==> src/rtl/swivm_memarb.sv <==
// swivm_memarb: two-port memory arbiter with a registered memory command,
// round-robin or port-0 priority with anti-starvation.
module swivm_memarb #(
  parameter int FIXED_PRI    = 0,
  parameter int STARVE_LIMIT = 4
) (
  input  logic        i_clk,
  input  logic        i_rst_n,
  input  logic        i_req0,
  input  logic [15:0] i_addr0,
  input  logic [31:0] i_wdata0,
  input  logic [1:0]  i_size0,
  input  logic        i_we0,
  input  logic        i_req1,
  input  logic [15:0] i_addr1,
  input  logic [31:0] i_wdata1,
  input  logic [1:0]  i_size1,
  input  logic        i_we1,
  output logic        o_ack0,
  output logic [31:0] o_rdata0,
  output logic        o_ack1,
  output logic [31:0] o_rdata1,
  output logic [15:0] o_mem_addr,
  output logic [31:0] o_mem_wrdata,
  output logic [1:0]  o_mem_size,
  output logic        o_mem_we,
  input  logic [31:0] i_mem_rddata,
  output logic        o_busy,
  output logic        o_owner
);
  localparam logic [1:0] IDLE = 2'd0, ACCESS = 2'd1, DONE = 2'd2;
  logic [1:0] state;
  logic       last;
  logic [2:0] starve;
  logic       win;
  // win=1 selects port 1; a lone requester always wins
  always_comb begin
    win = (i_req0 & i_req1)
        ? ((FIXED_PRI != 0) ? (starve == 3'(STARVE_LIMIT)) : ~last)
        : i_req1;
  end
  assign o_busy = (state == ACCESS) || (state == DONE);
  always_ff @(posedge i_clk or negedge i_rst_n) begin
    if (!i_rst_n) begin
      state        <= IDLE;
      last         <= 1'b1;
      starve       <= 3'd0;
      o_ack0       <= 1'b0;
      o_ack1       <= 1'b0;
      o_rdata0     <= 32'd0;
      o_rdata1     <= 32'd0;
      o_mem_addr   <= 16'd0;
      o_mem_wrdata <= 32'd0;
      o_mem_size   <= 2'b11;
      o_mem_we     <= 1'b1;
      o_owner      <= 1'b0;
    end else begin
      case (state)
        IDLE: begin
          starve <= (!i_req1 || win) ? 3'd0 : starve + 3'd1;
          if (i_req0 || i_req1) begin
            o_mem_addr   <= win ? i_addr1  : i_addr0;
            o_mem_wrdata <= win ? i_wdata1 : i_wdata0;
            o_mem_size   <= win ? i_size1  : i_size0;
            o_mem_we     <= win ? i_we1    : i_we0;
            o_owner      <= win;
            last         <= win;
            state        <= ACCESS;
          end
        end
        ACCESS: begin
          if (o_mem_we && o_owner)  o_rdata1 <= i_mem_rddata;
          if (o_mem_we && !o_owner) o_rdata0 <= i_mem_rddata;
          o_ack0   <= ~o_owner;
          o_ack1   <= o_owner;
          o_mem_we <= 1'b1;
          state    <= DONE;
        end
        DONE: begin
          o_ack0 <= 1'b0;
          o_ack1 <= 1'b0;
          state  <= IDLE;
        end
        default: state <= IDLE;
      endcase
    end
  end
endmodule

==> config.mk <==
export PLATFORM = sky130hd
export DESIGN_NAME = swivm_memarb
export DESIGN_NICKNAME = d
export VERILOG_FILES = /design/src/rtl/swivm_memarb.sv
export SDC_FILE = /design/constraint.sdc
export NUM_CORES = 1
export LEC_CHECK = 0
export ABC_AREA = 0
export CAP_MARGIN = 20
export CORE_UTILIZATION = 40
export CTS_CLUSTER_SIZE = 20
export DETAILED_ROUTE_END_ITERATION = 16
export GPL_TIMING_DRIVEN = 0
export PLACE_DENSITY = 0.92
export SETUP_SLACK_MARGIN = 0.2
export SYNTH_ARGS = -nofsm -noshare
export SYNTH_HDL_FRONTEND = slang
export SYNTH_SLANG_ARGS = --single-unit
==> constraint.sdc <==
create_clock -name i_clk -period 2.05 [get_ports i_clk]
set_input_delay 0.3075 -clock i_clk [delete_from_list [all_inputs] [get_ports i_clk]]
set_output_delay 0.3075 -clock i_clk [all_outputs]
set_load 0.01 [all_outputs]
==> summary.txt, run 1 <==
Run status
  – Outcome: finished, final reports clean

Logic synthesis
  – Post-Synth XOR/XNOR Area: 0%
  – Synth Register Bits: 121
  – Number of nets produced by synthesis: 586
  – Fraction of synthesized area in multiplexers: 14.8%
  – Area share of and/or/nand/nor cells after synthesis: 12.3%
  – Cells taking the most area after synthesis: dfrtp_1 (58%), mux2_1 (13%), nand2_1 (7.7%)
  – Number of distinct library cell variants in the gate-level netlist after synthesis: 25
  – Sequential share of the synthesized area: between 50% and 60%
  – Synth Cell Area: 5080 um^2
  – Synthesized-area fraction occupied by ao, oa, aoi and oai cells: 7.49%
  – Combinational family with the most area after synthesis: multiplexers
  – Cell accounting for the most synthesized area: dfrtp_1
  – Synth top area share: between 50 and 60%
  – Number of instances in the synthesized netlist: 444
  – Mapped Avg Cell Area: 11.4 um^2
  – Synthesis warning total: 0
  – Adder-cell area share of the yosys netlist: 0.986%

CTS
  – Number of buffers created by CTS: 17
  – H-tree levels: 4
  – Worst-Skew Late Latency: roughly 0.41 ns
  – CTS tree: yes
  – Number of buffers between clock root and the deepest sink: 2
  – Root buffer selected by CTS: clkbuf_16
  – Clock transition at path regs: about 0.060 ns
  – Clock Sink Count: 121

Floorplanning
  – Placeable core region: 12200 um^2
  – Std-Cell Rows: 40
  – Die outline height: roughly 110 um
  – Die ar.: 13100 um^2
  – Number of I/O pins: 257
  – Initial standard-cell utilization of the core: 41.6%
  – Die width: 115 um

Global routing
  – Pin count of the biggest net entering global routing: 81
  – Antenna violations before repair: 0
  – Global route total overflow: 0
  – Number of global-route vias before repair: around 4700
  – Global-route wire length before repair: 24100 um
  – GRT Total Usage: 24.5%

Critical path
  – Data required time at the worst endpoint: 1.74 ns
  – Count of buffering cells on the critical path with inverters included: 1
  – Worst setup SP type: register
  – Critical path start-end classification: reg -> out
  – Category of the worst setup path capture point: output port
  – CP delay by family, top: buffers and inverters
  – Cells along the critical path: clkdlybuf4s50_1
  – Arrival time reported for the critical path endpoint: between 1 and 1.5 ns
  – Source of the critical timing path: o_mem_size[1]$_DFFE_PN1P_
  – RR Startpoint: state[1]$_DFFE_PN0P_
  – Worst path slowest cell: clkdlybuf4s50_1
  – Register-to-register setup slack: around 0.34 ns
  – Largest stage delay on the critical path: around 0.55 ns
  – Crit Path Max Fanout: 2

Finish
  – Top library cells by usage in the layout, fill and taps aside: clkdlybuf4s50_1 (253), dfrtp_1 (117), nand2_1 (104), mux2_1 (60), nor2_1 (52)
  – Number of nets at the end of the flow: 863
  – Most common cell after layout, fill and taps aside: clkdlybuf4s50_1
  – Antenna Diode Count: 0
  – Synthesis-to-finish area growth: 68.1%
  – Number of filler cells placed in the layout: 853
  – Share of post-route cells with drive strength above 1: 10.6%

Timing
  – Fmax: 560 MHz
  – Count of endpoints failing hold in the final timing report: 0
  – Final setup viols: 0
  – Number of max-slew violations in the final report: 0
  – Unrepaired setup endpoints after global routing: no
  – Final period demand of the worst path: 1.79 ns
  – Share of the clock period used by the worst path: 87.2%
  – Skew final: 0.00776 ns
  – Minimum setup slack in the final design: about 0.26 ns
  – Slew of the pin with the lowest slew margin: 0.398 ns
  – Rel. slew slack: 73.5%

Placement
  – RePlAce Congestion: 0.862
  – Worst-case setup slack after placement: 0.177 ns
  – Number of I/O port buffers: roughly 260
  – DP HPWL: 11500 um

Pwr
  – Total power: roughly 14 mW
  – Power density relative to cell area: 1610 nW/um^2
  – Int Power: 9.22 mW
  – Power share of the clock group: 23.7%
  – Net switching component of the power: 4.53 mW
  – Leakage dissipation: 3.59 nW
  – Flop pwr share: 32.0%
  – Combinational share of power: 44.3%
  – Fraction of power spent switching nets: between 30% and 40%
  – Highest ir drop seen on vdd: 0.000716 V

Job
  – Maxcap violations: 0

Routing
  – Detailed Route Iter0 Violations: around 310
  – Pre-antenna DRT Iters: 4
  – Final ANT Viol Nets: 0
  – Total Wirelength: roughly 16000 um
  – Total vias in the final route: 4532
  – Routed via count divided by cell count: 5.02
  – Remaining DRCs: 0
  – Mean routed wirelength per cell: 17.4 um

Hold path
  – Classification of the worst-slack hold path: in -> async
layer usage:
layer,wire (um),GRT usage (%),vias up
met4,515,12.6,0
met1,5990,25.8,2153
met2,7870,44.0,262
li1,-,-,2067
met5,0,0,-
met3,1310,7.73,50
cells in the mapped netlist:
master	count
buf_4	3
a21bo_1	1
dfstp_2	4
ha_1	4
a21boi_4	1
o21a_2	1
inv_2	1
mux2i_1	1
inv_1	4
nor2_1	52
a41oi_1	1
mux2_2	6
nand2_1	104
o21ai_0	1
a21oi_1	1
a31oi_1	51
nor3_1	1
mux2_1	60
nand3_2	2
nand3b_1	1
dfrtp_1	117
nor2b_1	1
buf_6	11
o21ai_1	1
buf_2	14
state kept, by name (all words and copies together), names as in the netlist:
name and cells:
o_mem_wrdata 32, o_mem_we 1, o_ack1 1, state 2
o_mem_size 2, o_mem_addr 16, o_rdata0 32, o_owner 1
last 1, o_rdata1 32, o_ack0 1
stage by stage:
step	cells	util, %	hold slack (ns)	setup TNS (ns)	area [um^2]
4_1_cts	902	69.9	0.378	0	8540
2_1_floorplan	444	-	0.0119	0	5080
3_3_place_gp	868	64.3	0.472	-437.73	7850
3_5_place_dp	869	64.5	0.250	0	7880
6_report	902	69.9	0.386	0	8530
5_1_grt	902	69.9	0.423	0	8530
layout make-up:
type                    count  area (um^2)  area share, %
plain buffers              28          216           2.54
clock buffers              18          429           5.03
clock inverters            14          221           2.59
inverters                   5         18.8          0.220
multi-input cells         290         1810           21.2
flip-flops and latches    121         3030           35.5
well taps                 168          210           2.46
repair buffers            258         2590           30.4
final timing paths:
path | to | cells past startpoint
max in group asynchronous | o_mem_wrdata[25]$_DFFE_PN0P_ | 3
min reg2reg | o_rdata0[27]$_DFFE_PN0P_ | 1
min in group i_clk | o_mem_size[0]$_DFFE_PN1P_ | 3
min | o_rdata1[28]$_DFFE_PN0P_ | 2
max reg2reg | o_rdata1[29]$_DFFE_PN0P_ | 5
max | o_mem_size[1] | 1
what timing repair did:
action                                  CTS  global route
endpoints found under the setup margin    2             3
hold buffers                              1             0
resized for setup                         2             3
gates cloned                              0             0
setup buffers                             0             0
endpoints found under the hold margin    37             0
power groups by stage:
stage	logic (mW)	clock network [mW]	registers, mW
floorplan	2.10	0	4.86
global placement	5.88	0	4.30
detailed placement	6.09	0	4.40
CTS	6.13	3.32	4.40
global route	6.51	3.44	4.53
finish	6.09	3.26	4.40
cell families (layout without fill, tap and decap cells):
logic type               Yosys count  after routing
AO/OA/AOI/OAI                     58             58
adder cells (fa/ha/maj)            4              4
buffers and inverters             33            323
flip-flops                       121            121
multiplexers                      67             67
AND/OR/NAND/NOR                  161            161
Note: power is estimated with default switching activity, not from simulation.
==> run 2: changes to the inputs <==
--- a/config.mk
+++ b/config.mk
@@ -8,6 +8,7 @@
 export ABC_AREA = 0
 export CAP_MARGIN = 20
 export CORE_UTILIZATION = 40
+export CTS_CLUSTER_DIAMETER = 40
 export CTS_CLUSTER_SIZE = 20
 export DETAILED_ROUTE_END_ITERATION = 16
 export GPL_TIMING_DRIVEN = 0
==> results of run 2 <==
Same layout as run 1: the final DEF is identical, and so are final timing and power.
